$ cat src/rtl/cp0_regfile.sv
// CP0 register file: BadVAddr, Count, Compare, Status, Cause, EPC, PRId.
// Tracks exception state, raises the timer interrupt and flags pending interrupts.
module cp0_regfile #(
  parameter bit          COUNT_HALF = 1'b1,
  parameter logic [31:0] PRID_VAL   = 32'h0000_4220
) (
  input  logic        clk,
  input  logic        rst,
  input  logic        we_i,
  input  logic [4:0]  waddr_i,
  input  logic [31:0] data_i,
  input  logic [4:0]  raddr_i,
  input  logic [5:0]  int_i,
  input  logic [31:0] excepttype_i,
  input  logic [31:0] pc_i,
  input  logic        in_delayslot_i,
  input  logic [31:0] bad_addr_i,
  output logic [31:0] data_o,
  output logic [31:0] status_o,
  output logic [31:0] cause_o,
  output logic [31:0] epc_o,
  output logic        timer_int_o,
  output logic        int_pending_o
);

  localparam logic [4:0] R_BADV = 5'd8;
  localparam logic [4:0] R_CNT  = 5'd9;
  localparam logic [4:0] R_CMP  = 5'd11;
  localparam logic [4:0] R_ST   = 5'd12;
  localparam logic [4:0] R_CA   = 5'd13;
  localparam logic [4:0] R_EPC  = 5'd14;
  localparam logic [4:0] R_PRID = 5'd15;

  localparam logic [31:0] ST_RST  = 32'h0040_0000;
  localparam logic [31:0] ST_MASK = 32'h0000_FF03;
  localparam logic [31:0] CA_MASK = 32'h0000_0300;

  logic [31:0] count_q, count_d;
  logic [31:0] compare_q, compare_d;
  logic [31:0] status_q, status_d;
  logic [31:0] cause_q, cause_d;
  logic [31:0] epc_q, epc_d;
  logic [31:0] badv_q, badv_d;
  logic        tog_q, tog_d;
  logic        timer_q, timer_d;

  logic        wr, exc, eret, adx;
  logic [4:0]  code;
  logic [31:0] cause_cur, status_wr, cause_wr;

  always_comb begin
    wr        = we_i && (excepttype_i == 32'd0);
    exc       = excepttype_i != 32'd0;
    eret      = excepttype_i == 32'h0000_000e;
    adx       = (excepttype_i == 32'd4) || (excepttype_i == 32'd5);
    cause_cur = {cause_q[31], timer_q, cause_q[29:0]};
    status_wr = ST_RST | (data_i & ST_MASK);
    cause_wr  = (cause_cur & ~CA_MASK) | (data_i & CA_MASK);
    case (excepttype_i)
      32'h1:   code = 5'd0;
      32'h4:   code = 5'd4;
      32'h5:   code = 5'd5;
      32'h8:   code = 5'd8;
      32'h9:   code = 5'd9;
      32'hc:   code = 5'd12;
      default: code = 5'd10;
    endcase
  end

  always_comb begin
    tog_d     = ~tog_q;
    count_d   = count_q + (COUNT_HALF ? {31'd0, tog_q} : 32'd1);
    compare_d = compare_q;
    status_d  = status_q;
    cause_d   = cause_q;
    epc_d     = epc_q;
    badv_d    = badv_q;
    timer_d   = timer_q | ((compare_q != 32'd0) && (count_q == compare_q));
    cause_d[15:10] = {int_i[5] | timer_q, int_i[4:0]};
    if (wr) begin
      case (waddr_i)
        R_CNT: count_d = data_i;
        R_CMP: begin
          compare_d = data_i;
          timer_d   = 1'b0;
        end
        R_ST:  status_d = status_wr;
        R_CA:  cause_d[9:8] = data_i[9:8];
        R_EPC: epc_d = data_i;
        default: ;
      endcase
    end
    if (eret) begin
      status_d[1] = 1'b0;
    end else if (exc) begin
      // A nested exception keeps the original return point.
      if (!status_q[1]) begin
        epc_d       = in_delayslot_i ? pc_i - 32'd4 : pc_i;
        cause_d[31] = in_delayslot_i;
      end
      status_d[1]   = 1'b1;
      cause_d[6:2]  = code;
      if (adx) badv_d = bad_addr_i;
    end
  end

  always_ff @(posedge clk or posedge rst) begin
    if (rst) begin
      count_q   <= '0;
      compare_q <= '0;
      status_q  <= ST_RST;
      cause_q   <= '0;
      epc_q     <= '0;
      badv_q    <= '0;
      tog_q     <= 1'b0;
      timer_q   <= 1'b0;
    end else begin
      count_q   <= count_d;
      compare_q <= compare_d;
      status_q  <= status_d;
      cause_q   <= cause_d;
      epc_q     <= epc_d;
      badv_q    <= badv_d;
      tog_q     <= tog_d;
      timer_q   <= timer_d;
    end
  end

  always_comb begin
    case (raddr_i)
      R_BADV:  data_o = badv_q;
      R_CNT:   data_o = count_q;
      R_CMP:   data_o = compare_q;
      R_ST:    data_o = status_q;
      R_CA:    data_o = cause_cur;
      R_EPC:   data_o = epc_q;
      R_PRID:  data_o = PRID_VAL;
      default: data_o = '0;
    endcase
    if (wr && (waddr_i == raddr_i)) begin
      case (waddr_i)
        R_CNT, R_CMP, R_EPC: data_o = data_i;
        R_ST:    data_o = status_wr;
        R_CA:    data_o = cause_wr;
        default: ;
      endcase
    end
  end

  assign status_o      = status_q;
  assign cause_o       = cause_cur;
  assign epc_o         = epc_q;
  assign timer_int_o   = timer_q;
  assign int_pending_o = status_q[0] & ~status_q[1] &
                         (|(cause_cur[15:8] & status_q[15:8]));

endmodule

$ cat config.mk
export PLATFORM = sky130hd
export DESIGN_NAME = cp0_regfile
export DESIGN_NICKNAME = d
export VERILOG_FILES = /design/src/rtl/cp0_regfile.sv
export SDC_FILE = /design/constraint.sdc
export NUM_CORES = 1
export LEC_CHECK = 0
export ABC_CLOCK_PERIOD_IN_PS = 5260
export CAP_MARGIN = 20
export CORE_MARGIN = 5
export CORE_UTILIZATION = 35
export DETAILED_ROUTE_END_ITERATION = 7
export PLACE_DENSITY_LB_ADDON = 0.08
export SYNTH_ARGS = -nofsm -noshare
export SYNTH_HDL_FRONTEND = slang
export SYNTH_SLANG_ARGS = --single-unit
$ cat constraint.sdc
create_clock -name clk -period 5.26 [get_ports clk]
set_clock_uncertainty 0.15 [all_clocks]
set_input_delay 1.052 -clock clk [delete_from_list [all_inputs] [get_ports clk]]
set_output_delay 1.052 -clock clk [all_outputs]
set_load 0.02 [all_outputs]
==> metrics.yaml <==
tightest_slew_ps: 954
postSynthCellCount: 961
hold_buffers: 0
synth_top_area_share_pct: 39.9
synth_area_leaders: "dfrtp_1, mux2i_1, mux2_2"
fillCellCount: 2578
dieWidth_um: 176
synth_seq_area_share_pct: 39.9
crit_required_ps: 4060
use_met3_pct: 4.65
grt_usage_pct: 22.4
cts_sinks: 153
rsz0062_at_grt: "no"
layout.cells.non_filler: 1530
post-cts-setup-buffers: 0
critical_path_class: "input pin to output port"
yosysUniqueCellTypes: 56
ir_drop_mv: 0.188
grtUsageMet2_pct: 34.7
placementRows: 60
synth_seq_cells: 153
clockBufferDepth: 2
syn_area_per_cell_um2: 9.99
failed_checks: "design-rule violations"
yosysWarnings: 0
routed_via_density: 5.49
place_area_mm2: 0.0123
status: "finished, violations left"
grt_use_met1_pct: 32.2
antenna_found_initial: 0
startpoint_type: "input pin"
syn_to_final_growth_pct: 34.3
drc: 5
cts_tree: "built"
critPathArrivalTime_ps: 3870
numCtsBuffers: 17
wl_mm: 35.2
synthesis.area_mm2: 0.00960
die_area_mm2: 0.0308
vias: 8397
fin_nets: 1328
ios: 278
worst-path-max-fanout: 14
synth_edf_count: 0
hold_viol: 0
async_reset_ff_share_pct: 100
cts_root_buffer: "clkbuf_16"
fmax_mhz: 197
placed_cells: 1499
cts.htree.levels: 4
max_slew_margin_pct: 36.4
finalSetupViolations: 0
drt_iter0_drc: 589
maxSlewViolCount: 0
dr.pass1.iters: 8
grt_max_degree: 154
clk_latency_ps: 430
n_antenna_cell: 0
power.density_mw_per_mm2: 221
drv_cap: 0
period_minus_slack_ps: 5070
gp_congestion: 0.841
grt_overflow: 0
grt_pass1_vias: 8590
drive_above_1_share_pct: 11.4
busiest_layer: "met2"
synth_ff_type: "dfrtp_1"
fin_hold_ws_ps: 276
final.period_utilization_pct: 96.3
io_buffers: 237
yosysTopAreaCell: "dfrtp_1"
cp-end-kind: "output port"
clk_pin_slew_worst_paths_ps: 50
p_leak_nw: 5.86
wl_per_cell_um: 23.0
dpl.hpwl_mm: 25.5
drtAntennaViolNets: 0
start_util_pct: 35.6
die_h_um: 176
grt_pass1_wl_mm: 53.3
final_cell_area_mm2: 0.0129
core_area_mm2: 0.0270
hp-class: "flop to flop"
## final timing paths
kind | end | cells after the start | startpoint | slack (ps)
max in group asynchronous | compare_q[15] | 3 | rst | 3170
min in group asynchronous | cause_q[14] | 3 | rst | 1020
worst min register to register | tog_q | 1 | tog_q | 280
worst min-delay path | tog_q | 1 | tog_q | 280
worst max register to register | count_q[31] | 5 | count_q[2] | 2630
worst max-delay path | data_o[30] | 8 | excepttype_i[1] | 190
## power by group
group / leakage [nW] / internal [mW] / switching, mW
clock: 0.290 / 0.782 / 0.494
sequential: 2.02 / 1.19 / 0.0160
combinational: 3.56 / 0.176 / 0.190
## registers in the layout (all words and copies together) (netlist names)
register     flops
badv_q          32
cause_q         13
compare_q       32
count_q         32
epc_o           32
status_o        10
timer_int_o      1
tog_q            1
## per-stage QoR
| step | TNS [ps] | util [%] | power (mW) | setup WS [ps] |
|---|---|---|---|---|
| final | 0 | 47.8 | 2.85 | 193 |
| after global routing | 0 | 47.8 | 2.95 | 14.2 |
| after CTS | 0 | 47.8 | 2.88 | 62.0 |
| after detailed placement | -249 | 45.5 | 1.60 | -67.3 |
| after global placement | -1.96 | 45.5 | 1.60 | -1.96 |
| after floorplan | 0 | - | 1.39 | 1070 |
## critical path, stage by stage
cell	delay [ps]
clkdlybuf4s50_1	450
or4b_4	590
nor4_1	310
and4_4	310
o21ai_4	100
buf_4	230
mux2i_1	170
clkdlybuf4s50_1	630
## cell usage in the layout (no fill, tap or decap), types with 4 or more instances in the layout
master and instances:
clkdlybuf4s50_1 234, dfrtp_1 153, nand2_1 79, nor2_1 62, mux2i_1 59, mux2_2 51
xnor2_1 49, xor2_1 48, nor4_1 44, conb_1 40, a21oi_1 37, a222oi_1 36
a22o_1 26, buf_4 25, nand3_1 22, nor3_1 20, mux2_1 20, clkbuf_16 17
o21ai_0 16, a22oi_1 14, nand4_1 13, and3_1 13, inv_1 12, mux2_4 12
buf_12 7, and4_1 5, and2_1 5, and3b_1 4, nor4b_1 4, or3_1 4
clkbuf_1 4
## cells in the mapped netlist, drive strengths merged, types with 2 or more instances
master  count
a21o        2
a21oi      37
a222oi     36
a22o       26
a22oi      14
and2        6
and3       13
and3b       4
and4        6
buf        63
clkbuf     47
conb        2
dfrtp     153
ha          3
inv        13
mux2       83
mux2i      59
nand2      79
nand2b      2
nand3      22
nand3b      3
nand4      14
nand4b      3
nor2       63
nor3       21
nor4       44
nor4b       5
nor4bb      2
o21a        2
o21ai      17
or3         4
or4         2
xnor2      49
xor2       48
## kinds of logic after synthesis
group | synth area share (%)
AND/OR/NAND/NOR | 16.1
flip-flops | 39.9
AO/OA/AOI/OAI | 11.3
multiplexers | 16.4
buffers and inverters | 7.10
XOR/XNOR | 8.85
adder cells (fa/ha/maj) | 0.391
other | 0.0782
## repair_timing
action	CTS	global route
pin swaps	0	0
gates cloned	0	0
setup endpoints to repair	13	22
resized for setup	2	5
## per-layer routing
metal	vias to the layer above	share of wire [%]	wire, µm
met2	319	45	15900
met5	-	0	0
li1	3870	-	-
met3	27	7.0	2450
met4	0	1.6	550
met1	4181	46	16300
## cell type report
type / count / area (µm²) / area share (%)
inverters: 13 / 52.6 / 0.408
well taps: 341 / 427 / 3.31
clock buffers: 24 / 482 / 3.74
multi-input cells: 723 / 5280 / 40.9
repair buffers: 269 / 2710 / 21.0
flip-flops and latches: 153 / 3830 / 29.7
clock inverters: 7 / 116 / 0.903
Power figures use the tool's default switching activity.
